--- src/rtl/mem_port_arbiter.sv ---
// -----------------------------------------------------------------------------
// mem_port_arbiter
//
// Shares one single-ported memory between two four-phase REQ/ACK requesters
// (port 0: MBus layer controller, port 1: local core/DMA). One transaction is
// forwarded at a time. Address, write data and read data are registered. A
// watchdog aborts an access that the memory never acknowledges and reports it
// through ERRn.
//
// Build option:
//   MEM_ARB_ROUND_ROBIN_EN  defined   -> round-robin on a tie (port 0 first)
//                           undefined -> fixed priority, port 0 wins a tie
//
// Parameters:
//   ADDR_W       word-address width
//   DATA_W       data width
//   TIMEOUT_CYC  ISSUE cycles without MEM_ACK_IN before abort (0 = never)
//
// Ports:
//   CLK, MEM_ACK_RSTn      clock (posedge), async active-low reset
//   REQn/WRn/ADDRn/WDATAn  requester side inputs, n = 0/1
//   ACKn/ERRn              requester completion / timeout flag
//   RDATA                  last read data
//   GRANT                  port owning the current or last transaction
//   BUSY                   arbiter not in IDLE
//   MEM_REQ_OUT/MEM_WRITE/MEM_AOUT/MEM_DOUT   memory request side
//   MEM_ACK_IN/MEM_DIN     memory acknowledge and read data
// -----------------------------------------------------------------------------
module mem_port_arbiter #(
   parameter int ADDR_W      = 30,
   parameter int DATA_W      = 32,
   parameter int TIMEOUT_CYC = 255
) (
   input  logic              CLK,
   input  logic              MEM_ACK_RSTn,
   input  logic              REQ0,
   input  logic              REQ1,
   input  logic              WR0,
   input  logic              WR1,
   input  logic [ADDR_W-1:0] ADDR0,
   input  logic [ADDR_W-1:0] ADDR1,
   input  logic [DATA_W-1:0] WDATA0,
   input  logic [DATA_W-1:0] WDATA1,
   output logic              ACK0,
   output logic              ACK1,
   output logic              ERR0,
   output logic              ERR1,
   output logic [DATA_W-1:0] RDATA,
   output logic              GRANT,
   output logic              BUSY,
   output logic              MEM_REQ_OUT,
   output logic              MEM_WRITE,
   output logic [ADDR_W-1:0] MEM_AOUT,
   output logic [DATA_W-1:0] MEM_DOUT,
   input  logic              MEM_ACK_IN,
   input  logic [DATA_W-1:0] MEM_DIN
);

   localparam int TMR_W = (TIMEOUT_CYC == 0) ? 1 : $clog2(TIMEOUT_CYC + 1);
   localparam logic [TMR_W-1:0] TMR_LAST = (TIMEOUT_CYC == 0) ? '0 : TMR_W'(TIMEOUT_CYC - 1);
   localparam logic [TMR_W-1:0] TMR_SAT  = '1;

   typedef enum logic [1:0] {S_IDLE, S_ISSUE, S_DRAIN, S_REPLY} state_t;

   state_t              r_state, w_state_nxt;
   logic [1:0]          r_ack, w_ack_nxt;
   logic [1:0]          r_err, w_err_nxt;
   logic [DATA_W-1:0]   r_rdata, w_rdata_nxt;
   logic                r_grant, w_grant_nxt;
   logic                r_busy, w_busy_nxt;
   logic                r_mem_req, w_mem_req_nxt;
   logic                r_mem_write, w_mem_write_nxt;
   logic [ADDR_W-1:0]   r_mem_aout, w_mem_aout_nxt;
   logic [DATA_W-1:0]   r_mem_dout, w_mem_dout_nxt;
   logic [TMR_W-1:0]    r_timer, w_timer_nxt;

   logic [1:0]          w_elig;
   logic                w_winner;
   logic                w_req_granted;

   // A port may compete only while it has no completion still pending.
   assign w_elig        = {REQ1 & ~r_ack[1], REQ0 & ~r_ack[0]};
   assign w_req_granted = r_grant ? REQ1 : REQ0;

`ifdef MEM_ARB_ROUND_ROBIN_EN
   // r_rr_ptr holds the port that wins the next tie; it always points away
   // from the port granted last.
   logic r_rr_ptr, w_rr_ptr_nxt;
   assign w_winner = (&w_elig) ? r_rr_ptr : w_elig[1];
`else
   assign w_winner = ~w_elig[0];
`endif

   always_comb begin
      w_state_nxt     = r_state;
      w_ack_nxt       = r_ack;
      w_err_nxt       = r_err;
      w_rdata_nxt     = r_rdata;
      w_grant_nxt     = r_grant;
      w_mem_req_nxt   = r_mem_req;
      w_mem_write_nxt = r_mem_write;
      w_mem_aout_nxt  = r_mem_aout;
      w_mem_dout_nxt  = r_mem_dout;
      w_timer_nxt     = r_timer;
`ifdef MEM_ARB_ROUND_ROBIN_EN
      w_rr_ptr_nxt    = r_rr_ptr;
`endif
      case (r_state)
         S_IDLE: begin
            // Holding off while MEM_ACK_IN is high absorbs a late ack that
            // belongs to an access already aborted by the watchdog.
            if (!MEM_ACK_IN && (|w_elig)) begin
               w_grant_nxt     = w_winner;
               w_mem_aout_nxt  = w_winner ? ADDR1  : ADDR0;
               w_mem_write_nxt = w_winner ? WR1    : WR0;
               w_mem_dout_nxt  = w_winner ? WDATA1 : WDATA0;
               w_mem_req_nxt   = 1'b1;
               w_timer_nxt     = '0;
               w_state_nxt     = S_ISSUE;
`ifdef MEM_ARB_ROUND_ROBIN_EN
               w_rr_ptr_nxt    = ~w_winner;
`endif
            end
         end
         S_ISSUE: begin
            if (MEM_ACK_IN) begin
               w_mem_req_nxt = 1'b0;
               if (!r_mem_write) w_rdata_nxt = MEM_DIN;
               w_state_nxt   = S_DRAIN;
            end else if ((TIMEOUT_CYC != 0) && (r_timer == TMR_LAST)) begin
               w_mem_req_nxt      = 1'b0;
               w_ack_nxt[r_grant] = 1'b1;
               w_err_nxt[r_grant] = 1'b1;
               w_state_nxt        = S_REPLY;
            end else if (r_timer != TMR_SAT) begin
               w_timer_nxt = r_timer + TMR_W'(1);
            end
         end
         S_DRAIN: begin
            if (!MEM_ACK_IN) begin
               w_ack_nxt[r_grant] = 1'b1;
               w_state_nxt        = S_REPLY;
            end
         end
         S_REPLY: begin
            if (!w_req_granted) begin
               w_ack_nxt   = 2'b00;
               w_err_nxt   = 2'b00;
               w_state_nxt = S_IDLE;
            end
         end
         default: w_state_nxt = S_IDLE;
      endcase
      w_busy_nxt = (w_state_nxt != S_IDLE);
   end

   always_ff @(posedge CLK or negedge MEM_ACK_RSTn) begin
      if (!MEM_ACK_RSTn) r_state <= S_IDLE;
      else               r_state <= w_state_nxt;
   end

   // Every output is a flop; reset abandons any in-flight access.
   always_ff @(posedge CLK or negedge MEM_ACK_RSTn) begin
      if (!MEM_ACK_RSTn) begin
         r_ack       <= '0;
         r_err       <= '0;
         r_rdata     <= '0;
         r_grant     <= 1'b0;
         r_busy      <= 1'b0;
         r_mem_req   <= 1'b0;
         r_mem_write <= 1'b0;
         r_mem_aout  <= '0;
         r_mem_dout  <= '0;
         r_timer     <= '0;
`ifdef MEM_ARB_ROUND_ROBIN_EN
         r_rr_ptr    <= 1'b0;
`endif
      end else begin
         r_ack       <= w_ack_nxt;
         r_err       <= w_err_nxt;
         r_rdata     <= w_rdata_nxt;
         r_grant     <= w_grant_nxt;
         r_busy      <= w_busy_nxt;
         r_mem_req   <= w_mem_req_nxt;
         r_mem_write <= w_mem_write_nxt;
         r_mem_aout  <= w_mem_aout_nxt;
         r_mem_dout  <= w_mem_dout_nxt;
         r_timer     <= w_timer_nxt;
`ifdef MEM_ARB_ROUND_ROBIN_EN
         r_rr_ptr    <= w_rr_ptr_nxt;
`endif
      end
   end

   assign ACK0        = r_ack[0];
   assign ACK1        = r_ack[1];
   assign ERR0        = r_err[0];
   assign ERR1        = r_err[1];
   assign RDATA       = r_rdata;
   assign GRANT       = r_grant;
   assign BUSY        = r_busy;
   assign MEM_REQ_OUT = r_mem_req;
   assign MEM_WRITE   = r_mem_write;
   assign MEM_AOUT    = r_mem_aout;
   assign MEM_DOUT    = r_mem_dout;

endmodule

--- config.mk ---
export PLATFORM = sky130hd
export DESIGN_NAME = mem_port_arbiter
export DESIGN_NICKNAME = d
export VERILOG_FILES = /design/src/rtl/mem_port_arbiter.sv
export SDC_FILE = /design/constraint.sdc
export NUM_CORES = 1
export LEC_CHECK = 0
export CORE_UTILIZATION = 40
export DETAILED_ROUTE_END_ITERATION = 12
export GPL_TIMING_DRIVEN = 0
export PLACE_DENSITY = 0.82
export SLEW_MARGIN = 20
export SYNTH_ARGS = -nofsm -noshare
export SYNTH_HDL_FRONTEND = slang
export SYNTH_SLANG_ARGS = --single-unit
--- constraint.sdc ---
create_clock -name CLK -period 2.1 [get_ports CLK]
set_input_delay 0.315 -clock CLK [delete_from_list [all_inputs] [get_ports CLK]]
set_output_delay 0.315 -clock CLK [all_outputs]
set_load 0.05 [all_outputs]
## Yosys cells after proc, flatten, opt, wreduce, memory -nomap -nowiden

Cells that the tools add are included.

- Bits of input ports: 163
- Word-level logic and storage cells: 79
- Output and inout bits: 102
- Bits in registers: 112

- Equality and inequality tests: 13
- Bitwise gates (word level): 8
- Reductions and logical operators: 15
- Mux-type cells: 29
- Add/sub/neg operators: 1
- $lt $le $gt $ge: 2

Operators by type and width:

| operator | number |
|---|---|
| two-way mux 32 bit | 1 |
| two-way mux 8 bit | 4 |
| two-way mux 30 bit | 1 |
| two-way mux 2 bit | 11 |
| one-hot mux 8 bit (2 select lines) | 1 |
| != test 2 bit (second input constant) | 7 |
| AND reduction 5 bit | 2 |
| adder 8 x 1 -> 8 bit (second input constant) | 1 |
| == test 8 bit (second input constant) | 1 |
| != test 8 bit (second input constant) | 1 |
| one-hot mux 2 bit (4 select lines) | 1 |
| two-way mux 1 bit | 6 |
| one-hot mux 2 bit (3 select lines) | 1 |
| AND reduction 3 bit | 2 |
| nonzero test 2 bit | 3 |
| == test 2 bit (second input constant) | 2 |
| inverter 1 bit | 4 |
| OR 2 bit | 2 |
| one-hot mux 2 bit (2 select lines) | 1 |
| AND reduction 4 bit | 1 |
| != test 3 bit (second input constant) | 1 |
| nonzero test 3 bit | 1 |
| AND 1 bit | 2 |
| == test 2 x 1 -> 1 bit (second input constant) | 1 |
| other kinds (9) | 10 |

## Depth between registers and ports, before layout

Gate-level depths: netlist of run 1.

- Word-level depth: 8
- Gate-level depth with buffers: 7
- Mapped depth without buffers: 6

## Worst setup path after synthesis of run 1

No wires, ideal clock.

- Path kind: flip-flop to flip-flop
- Start point: register r_ack[0]
- End point: register r_mem_aout[26], in the netlist MEM_AOUT[26]
- Stages on the path, launching flop included: 7
- Required time: 1977 ps
- Arrival time: 1676 ps
- Slack: 301 ps
- Path buffers: 3
- Setup time: 123 ps
- Period minus slack after synthesis: 1799 ps
- Cell sequence: dfrtp_1 -> nand2b_1 -> buf_2 -> buf_2 -> buf_2 -> mux2i_1 -> a21oi_1

- Cells in the longest elaborated chain, start to end: 5
- Elaborated cells between the ends (all ways): 6
- Those cells by class: 1 x mux; 2 x bitwise; 3 x reduce/logical

RTL lines:

| what | RTL line | source |
|---|---|---|
| start: declaration | 66 | `logic [1:0] r_ack, w_ack_nxt;` |
| start signal: assignment | 179 | `r_ack <= w_ack_nxt;` |
| inverter 1 bit * | 82 | `assign w_elig = {REQ1 & ~r_ack[1], REQ0 & ~r_ack[0]};` |
| AND 1 bit * | 82 |  |
| OR reduction 2 bit | 112 | `if (!MEM_ACK_IN && (\|w_elig)) begin` |
| logical AND 1 bit | 112 |  |
| AND reduction 2 bit (no source line) | n/a |  |
| end signal: assignment | 186 | `r_mem_aout <= w_mem_aout_nxt;` |
| end: declaration | 73 | `logic [ADDR_W-1:0] r_mem_aout, w_mem_aout_nxt;` |

Every way passes the cells marked *; elsewhere a longest branch is shown, timed or not.
A chain may end at the register's enable or synchronous reset.

## Worst setup path in the final report of run 1

- Start point: register r_grant, in the netlist GRANT
- End point: output port GRANT

RTL lines:

| what | RTL line | source |
|---|---|---|
| start: declaration | 69 | `logic r_grant, w_grant_nxt;` |
| start signal: assignment | 182 | `r_grant <= w_grant_nxt;` |
| end: declaration | 49 | `output logic GRANT,` |

No word-level cell between the ends.

==> results of run 1 <==
## registers in the layout, summed over array words and instances, names as in the netlist
register     cells
r_timer          8
GRANT            1
BUSY             1
MEM_WRITE        1
r_state          2
MEM_AOUT        30
MEM_REQ_OUT      1
r_err            2
RDATA           32
r_ack            2
MEM_DOUT        32
## power by group through the flow
stage | Sequential, W | Clock (W) | Combinational [W]
floorplan | 0.00703 | 0 | 0.00184
global placement | 0.00372 | 0 | 0.00790
detailed placement | 0.00378 | 0 | 0.00803
CTS | 0.00375 | 0.00165 | 0.00806
global route | 0.00387 | 0.00173 | 0.00838
finish | 0.00375 | 0.00161 | 0.00799
## cell usage in the layout (no fill, tap or decap), types with 9 or more instances in the layout
master           count
nor2_1              72
mux2_2              34
mux2i_1             64
dfrtp_1            112
buf_2               16
clkbuf_16            9
nand2_1             12
clkdlybuf4s50_1    263
a21oi_1             72
buf_4               10
## cell type report
class | count | area share
Multi-Input combinational cell | 307 | 0.2530
Buffer | 28 | 0.02152
Clock inverter | 4 | 0.002425
Sequential cell | 112 | 0.3395
Timing Repair Buffer | 266 | 0.3248
Inverter | 6 | 0.002728
Tap cell | 168 | 0.02546
Clock buffer | 11 | 0.03062
## worst min-delay path by stage
stage | depth (start not counted) | slack, ps | end
detailed placement | 1 | 270 | RDATA[1]
global route | 2 | 480 | RDATA[5]
global placement | 1 | 470 | RDATA[1]
CTS | 2 | 470 | RDATA[1]
finish | 2 | 460 | RDATA[5]
floorplan | 0 | 20 | BUSY
## logic make-up (layout without fill, tap and decap cells)
kind of cell	count (synthesis)	in the layout
adder cells (fa/ha/maj)	2	2
multiplexers	99	99
flip-flops	112	112
AO/OA/AOI/OAI	95	95
AND/OR/NAND/NOR	111	111
buffers and inverters	34	315
## metal layers
metal | global-route usage | share of wire | vias up | routed length, um
met1 | 0.2754 | 0.38 | 2151 | 5785
li1 | - | - | 2136 | -
met3 | 0.05799 | 0.063 | 24 | 956
met4 | 0.1065 | 0.026 | 0 | 399
met5 | 0 | 0 | - | 0
met2 | 0.4251 | 0.53 | 165 | 8124
## per-stage QoR
stage	utilization	setup WS [ps]	hold slack, ps	cell area (um^2)
6_report	0.6760	57.36	456.0	8255
5_1_grt	0.6760	7.454	483.9	8255
4_1_cts	0.6760	41.35	467.0	8255
3_5_place_dp	0.6529	-209.2	266.2	7973
3_3_place_gp	0.6505	-3479	468.5	7944
2_1_floorplan	-	301.1	19.41	5091
## timing repair
action	in CTS	in global routing
hold buffers	1	0
endpoints found under the hold margin	43	0
buffers inserted	0	0
==> reports/qor.yml, run 1 <==
synth_area_mm2: 0.005091
crit_slowest_cell: "clkdlybuf4s50_1"
syn2layout_area_growth_pct: 62.15
ys_seq_area_frac: 0.5505
register_area_mm2: 0.002803
leakagePower_nw: 3.684
worst-path-buf-inv: 1
port_buffers: 264
pwr-share-seq: 0.281
grt_pass1_wl_um: 23810
ff2ff_path_depth: 5
clk_pin_slew_worst_paths_ps: 70
globalRouteOverflowTotal: 0
r2r_end: "RDATA[7]"
ys_ff_latch: 112
viasPerCell: 4.962
synth_commonest_cells: "112 x dfrtp_1, 72 x a21oi_1, 72 x nor2_1"
nFillCells: 963
synth_top_family_by_area: "multiplexers"
cpLargestDelayFamily: "buffers and inverters"
grt_pass1_vias: 4691
grt_usage: 0.2396
n_antenna_cell: 0
internal_power_w: 0.006892
clk_latency_ps: 350
instances_no_fill: 902
critPathKind: "reg2out"
syn_avg_cell_area_um2: 11.24
crit_fanout: 8
comb_power_share: 0.599
reg2reg_slack_ps: 240
synth_mux_area_frac: 0.2032
cts_resized: 0
worstSetupStartpointType: "flop"
setup_viol: 0
synth_area_leaders: "dfrtp_1 55%, mux2i_1 13%, mux2_2 7.5%, a21oi_1 7.1%, nor2_1 5.3%"
dp_hpwl_um: 12000
maxCapViolations: 0
vdd_drop_max_v: 0.001005
dieArea_mm2: 0.01318
slew_headroom: 0.5863
drive_gt1_frac: 0.1131
finalClockSkew_ps: 5.128
clock-root-buffer: "clkbuf_16"
vias: 4476
clkPwrFrac: 0.121
timing.critical_path.slowest_cell_delay_ps: 870
placed_cells: 886
ctsLongestPathBuffers: 2
cts_tree: "built"
synthesis.instances: 453
htree_levels: 3
multi_input_area_mm2: 0.002088
antenna_found_initial: 0
crit_cells: 1
gp_congestion: 0.8579
crit_path_end: "GRANT"
status: "complete, no violations"
start_util: 0.4169
fin_crit_sh: 0.9727
power.share.switching: 0.4836
die_w_um: 114.8
p_switching_w: 0.006455
grt_max_degree: 70
tns_ps: 0
synth_xor_xnor_area_share: 0
synthArstFlopShare: 1.000
power_w: 0.01335
synth-edff-count: 0
wl_um: 15270
yosysTopAreaCell: "dfrtp_1"
ys_warn_count: 0
final_hold_viol_count: 0
coreArea_mm2: 0.01221
drc: 0
rows: 40
synth_simple_gate_area_frac: 0.09855
startpoint: "GRANT"
rsz0062_at_grt: "false"
critPathCaptureType: "output pin"
cts_buffers: 9
drtIter0Drc: 177
required_ps: 1780
powerDensity_mw_per_mm2: 1617
timing.rr.start: "r_state[1]"
crit_arrival_ps: 1730
firstDrtPassIters: 4
wl_per_cell_um: 16.92
ys_types: 41
clock_sinks: 112
tightest_slew_ps: 615.8
synth_top_area_frac: 0.5505
io_pins: 265
die_y_um: 114.8
min_period_ps: 2043
nNetsFinal: 895
synth-compound-area-share: 0.1035
synth_adder_area_share: 0.004915
crit_chain: "clkdlybuf4s50_1"
drv_slew: 0
synth.net_count: 618
fmax_ghz: 0.4896
synth-main-ff-cell: "dfrtp_1"
ant_nets: 0
synth_most_common_cell: "dfrtp_1"
hold_path.class: "in2async"
Power figures use the tool's default switching activity.
==> run 2: changes to the inputs <==
Settings changed: CORE_UTILIZATION 40 to 43, CTS_CLUSTER_DIAMETER set to 80, PLACE_DENSITY 0.82 to 0.87, SLEW_MARGIN 20 to unset.
Clock period 2.1 ns to 2.4 ns, I/O delays scaled along.
==> run 2 against run 1 <==
Clock skew shrank 0.78 ps. Clock power shrank 11%. Sequential share of layout area grew 0.13 points. Power shrank 12%. Sequential power shrank 12%. Combinational power shrank 12%. Die area shrank 6.9%. Via count grew 2.1%. Final cell count shrank 2.8%. Cell area shrank 0.39%. Largest power group unchanged.
==> reports/qor.yml, run 2 (synthesis gave the netlist of run 1 again) <==
gp_congestion: 0.9060  # was 0.8579
antenna_found_initial: 0  # unchanged
grt_usage: 0.2561  # was 0.2396
dp_hpwl_um: 11820  # was 12000 um
crit_slowest_cell: "clkdlybuf4s50_1"  # unchanged
postCtsSetupRepairBufs: 0  # unchanged
vdd_drop_max_v: 0.001143  # was 0.001005 V
min_period_ps: 2091
clock_sinks: 112  # unchanged
slew_headroom: 0.4456  # was 0.5863
worstSetupStartpointType: "input port"  # was flop
holdWs_ps: 106.3  # was 456.0 ps
coreArea_mm2: 0.01147  # was 0.01221 mm^2
crit_fanout: 10  # was 8
grt.busiest_layer: "met2"  # unchanged
hold_buffers: 0  # was 1
port_buffers: 264  # unchanged
n_antenna_cell: 0  # unchanged
nFillCells: 803  # was 963
worst-path-buf-inv: 3  # was 1
crit_chain: "clkdlybuf4s50_1 -> inv_1 -> nor3_2 -> buf_2 -> mux2_2"  # was clkdlybuf4s50_1
clk_latency_ps: 340  # was 350 ps
final_hold_viol_count: 0  # unchanged
cpLargestDelayFamily: "buffers and inverters"  # unchanged
multi_input_area_mm2: 0.002088  # unchanged
use_met1: 0.2864  # was 0.2754
die_w_um: 110.8  # was 114.8 um
mostFrequentLayoutCells: "263 x clkdlybuf4s50_1, 112 x dfrtp_1, 72 x a21oi_1, 72 x nor2_1, 64 x mux2i_1"  # unchanged
drive_gt1_frac: 0.1131  # unchanged
io_pins: 265  # unchanged
grt_pass1_vias: 5022  # was 4691
grt_pass1_wl_um: 24980  # was 23810 um
grt_use_met2: 0.4658  # was 0.4251
wl_um: 15250  # was 15270 um
fmax_ghz: 0.4782
syn2layout_area_growth_pct: 61.51  # was 62.15%
leakagePower_nw: 3.683  # was 3.684 nW
drc: 0  # unchanged
clock-root-buffer: "clkbuf_16"  # unchanged
met3_usage: 0.06124  # was 0.05799
finalClockSkew_ps: 4.346  # was 5.128 ps
tightest_slew_ps: 831.6  # was 615.8 ps
utilization: 0.7171  # was 0.6760
required_ps: 2630  # was 1780 ps
maxCapViolations: 0  # unchanged
hold_path.class: "in2async"  # unchanged
wl_per_cell_um: 17.39  # was 16.92 um
reg2reg_slack_ps: 460  # was 240 ps
grt_max_degree: 65  # was 70
drtIter0Drc: 189  # was 177
critPathKind: "in2reg"  # was reg2out
drv_slew: 0  # unchanged
fin_crit_sh: 0.8713
powerDensity_mw_per_mm2: 1428  # was 1617 mW/mm^2
register_area_mm2: 0.002803  # unchanged
ant_nets: 0  # unchanged
ctsLongestPathBuffers: 2  # unchanged
die_y_um: 110.8  # was 114.8 um
vias: 4571  # was 4476
htree_levels: 3  # unchanged
setup_viol: 0  # unchanged
rsz0062_at_grt: "false"  # unchanged
viasPerCell: 5.212  # was 4.962
status: "complete, no violations"  # unchanged
nNetsFinal: 894  # was 895
rows: 39  # was 40
cts_resized: 0  # unchanged
globalRouteOverflowTotal: 0  # unchanged
cts_buffers: 9  # unchanged
clk_pin_slew_worst_paths_ps: 70  # about the same
critPathCaptureType: "flop"  # was output pin
cts_tree: "built"  # unchanged
dieArea_mm2: 0.01228  # was 0.01318 mm^2
final_common_cell: "clkdlybuf4s50_1"  # unchanged
start_util: 0.4440  # was 0.4169
timing.critical_path.slowest_cell_delay_ps: 630  # was 870 ps
crit_arrival_ps: 2320  # was 1730 ps
firstDrtPassIters: 4  # unchanged
[run 2: through the flow]
| step | area [um^2] | power, W | setup TNS (ps) | instances | worst slack (ps) |
|---|---|---|---|---|---|
| after floorplan | 5091 | 0.007761 | 0 | 453 | 601.1 |
| after global placement | 7913 | 0.01014 | -357480 | 860 | -3200 |
| after detailed placement | 7938 | 0.01034 | -71.48 | 861 | -24.93 |
| after CTS | 8223 | 0.01182 | 0 | 877 | 313.1 |
| after global routing | 8223 | 0.01228 | 0 | 877 | 194.1 |
| final | 8223 | 0.01175 | 0 | 877 | 308.9 |
[run 2: worst paths after layout]
| kind | depth (start not counted) | startpoint | end |
|---|---|---|---|
| worst max-delay path | 5 | MEM_ACK_IN | RDATA[21] |
| worst min-delay path | 1 | MEM_ACK_RSTn | MEM_AOUT[12] |
| worst max register to register | 6 | r_ack[0] | MEM_DOUT[1] |
| worst min register to register | 1 | RDATA[1] | RDATA[1] |
| max in group asynchronous | 2 | MEM_ACK_RSTn | RDATA[11] |
| min in group CLK | 1 | RDATA[1] | RDATA[1] |
[run 2: layout make-up]
type	instances	area share
tap	143	0.02176
clock inverter	3	0.001826
sequential	112	0.3408
multi-input combinational	307	0.2540
timing repair buffer	265	0.3244
inverter	6	0.002739
buffer	28	0.02161
clock buffer	13	0.03287
[run 2: layer usage]
layer / up-vias / wire length (um)
li1: 2135 / -
met1: 2213 / 5827
met2: 190 / 7994
met3: 33 / 1006
met4: 0 / 418
met5: - / 0
[run 2: power breakdown]
group          switching, W  internal, W  total [W]
clock              0.000652     0.000785    0.00144
combinational       0.00449      0.00252    0.00702
sequential         0.000533      0.00276    0.00329
total               0.00568      0.00607     0.0117
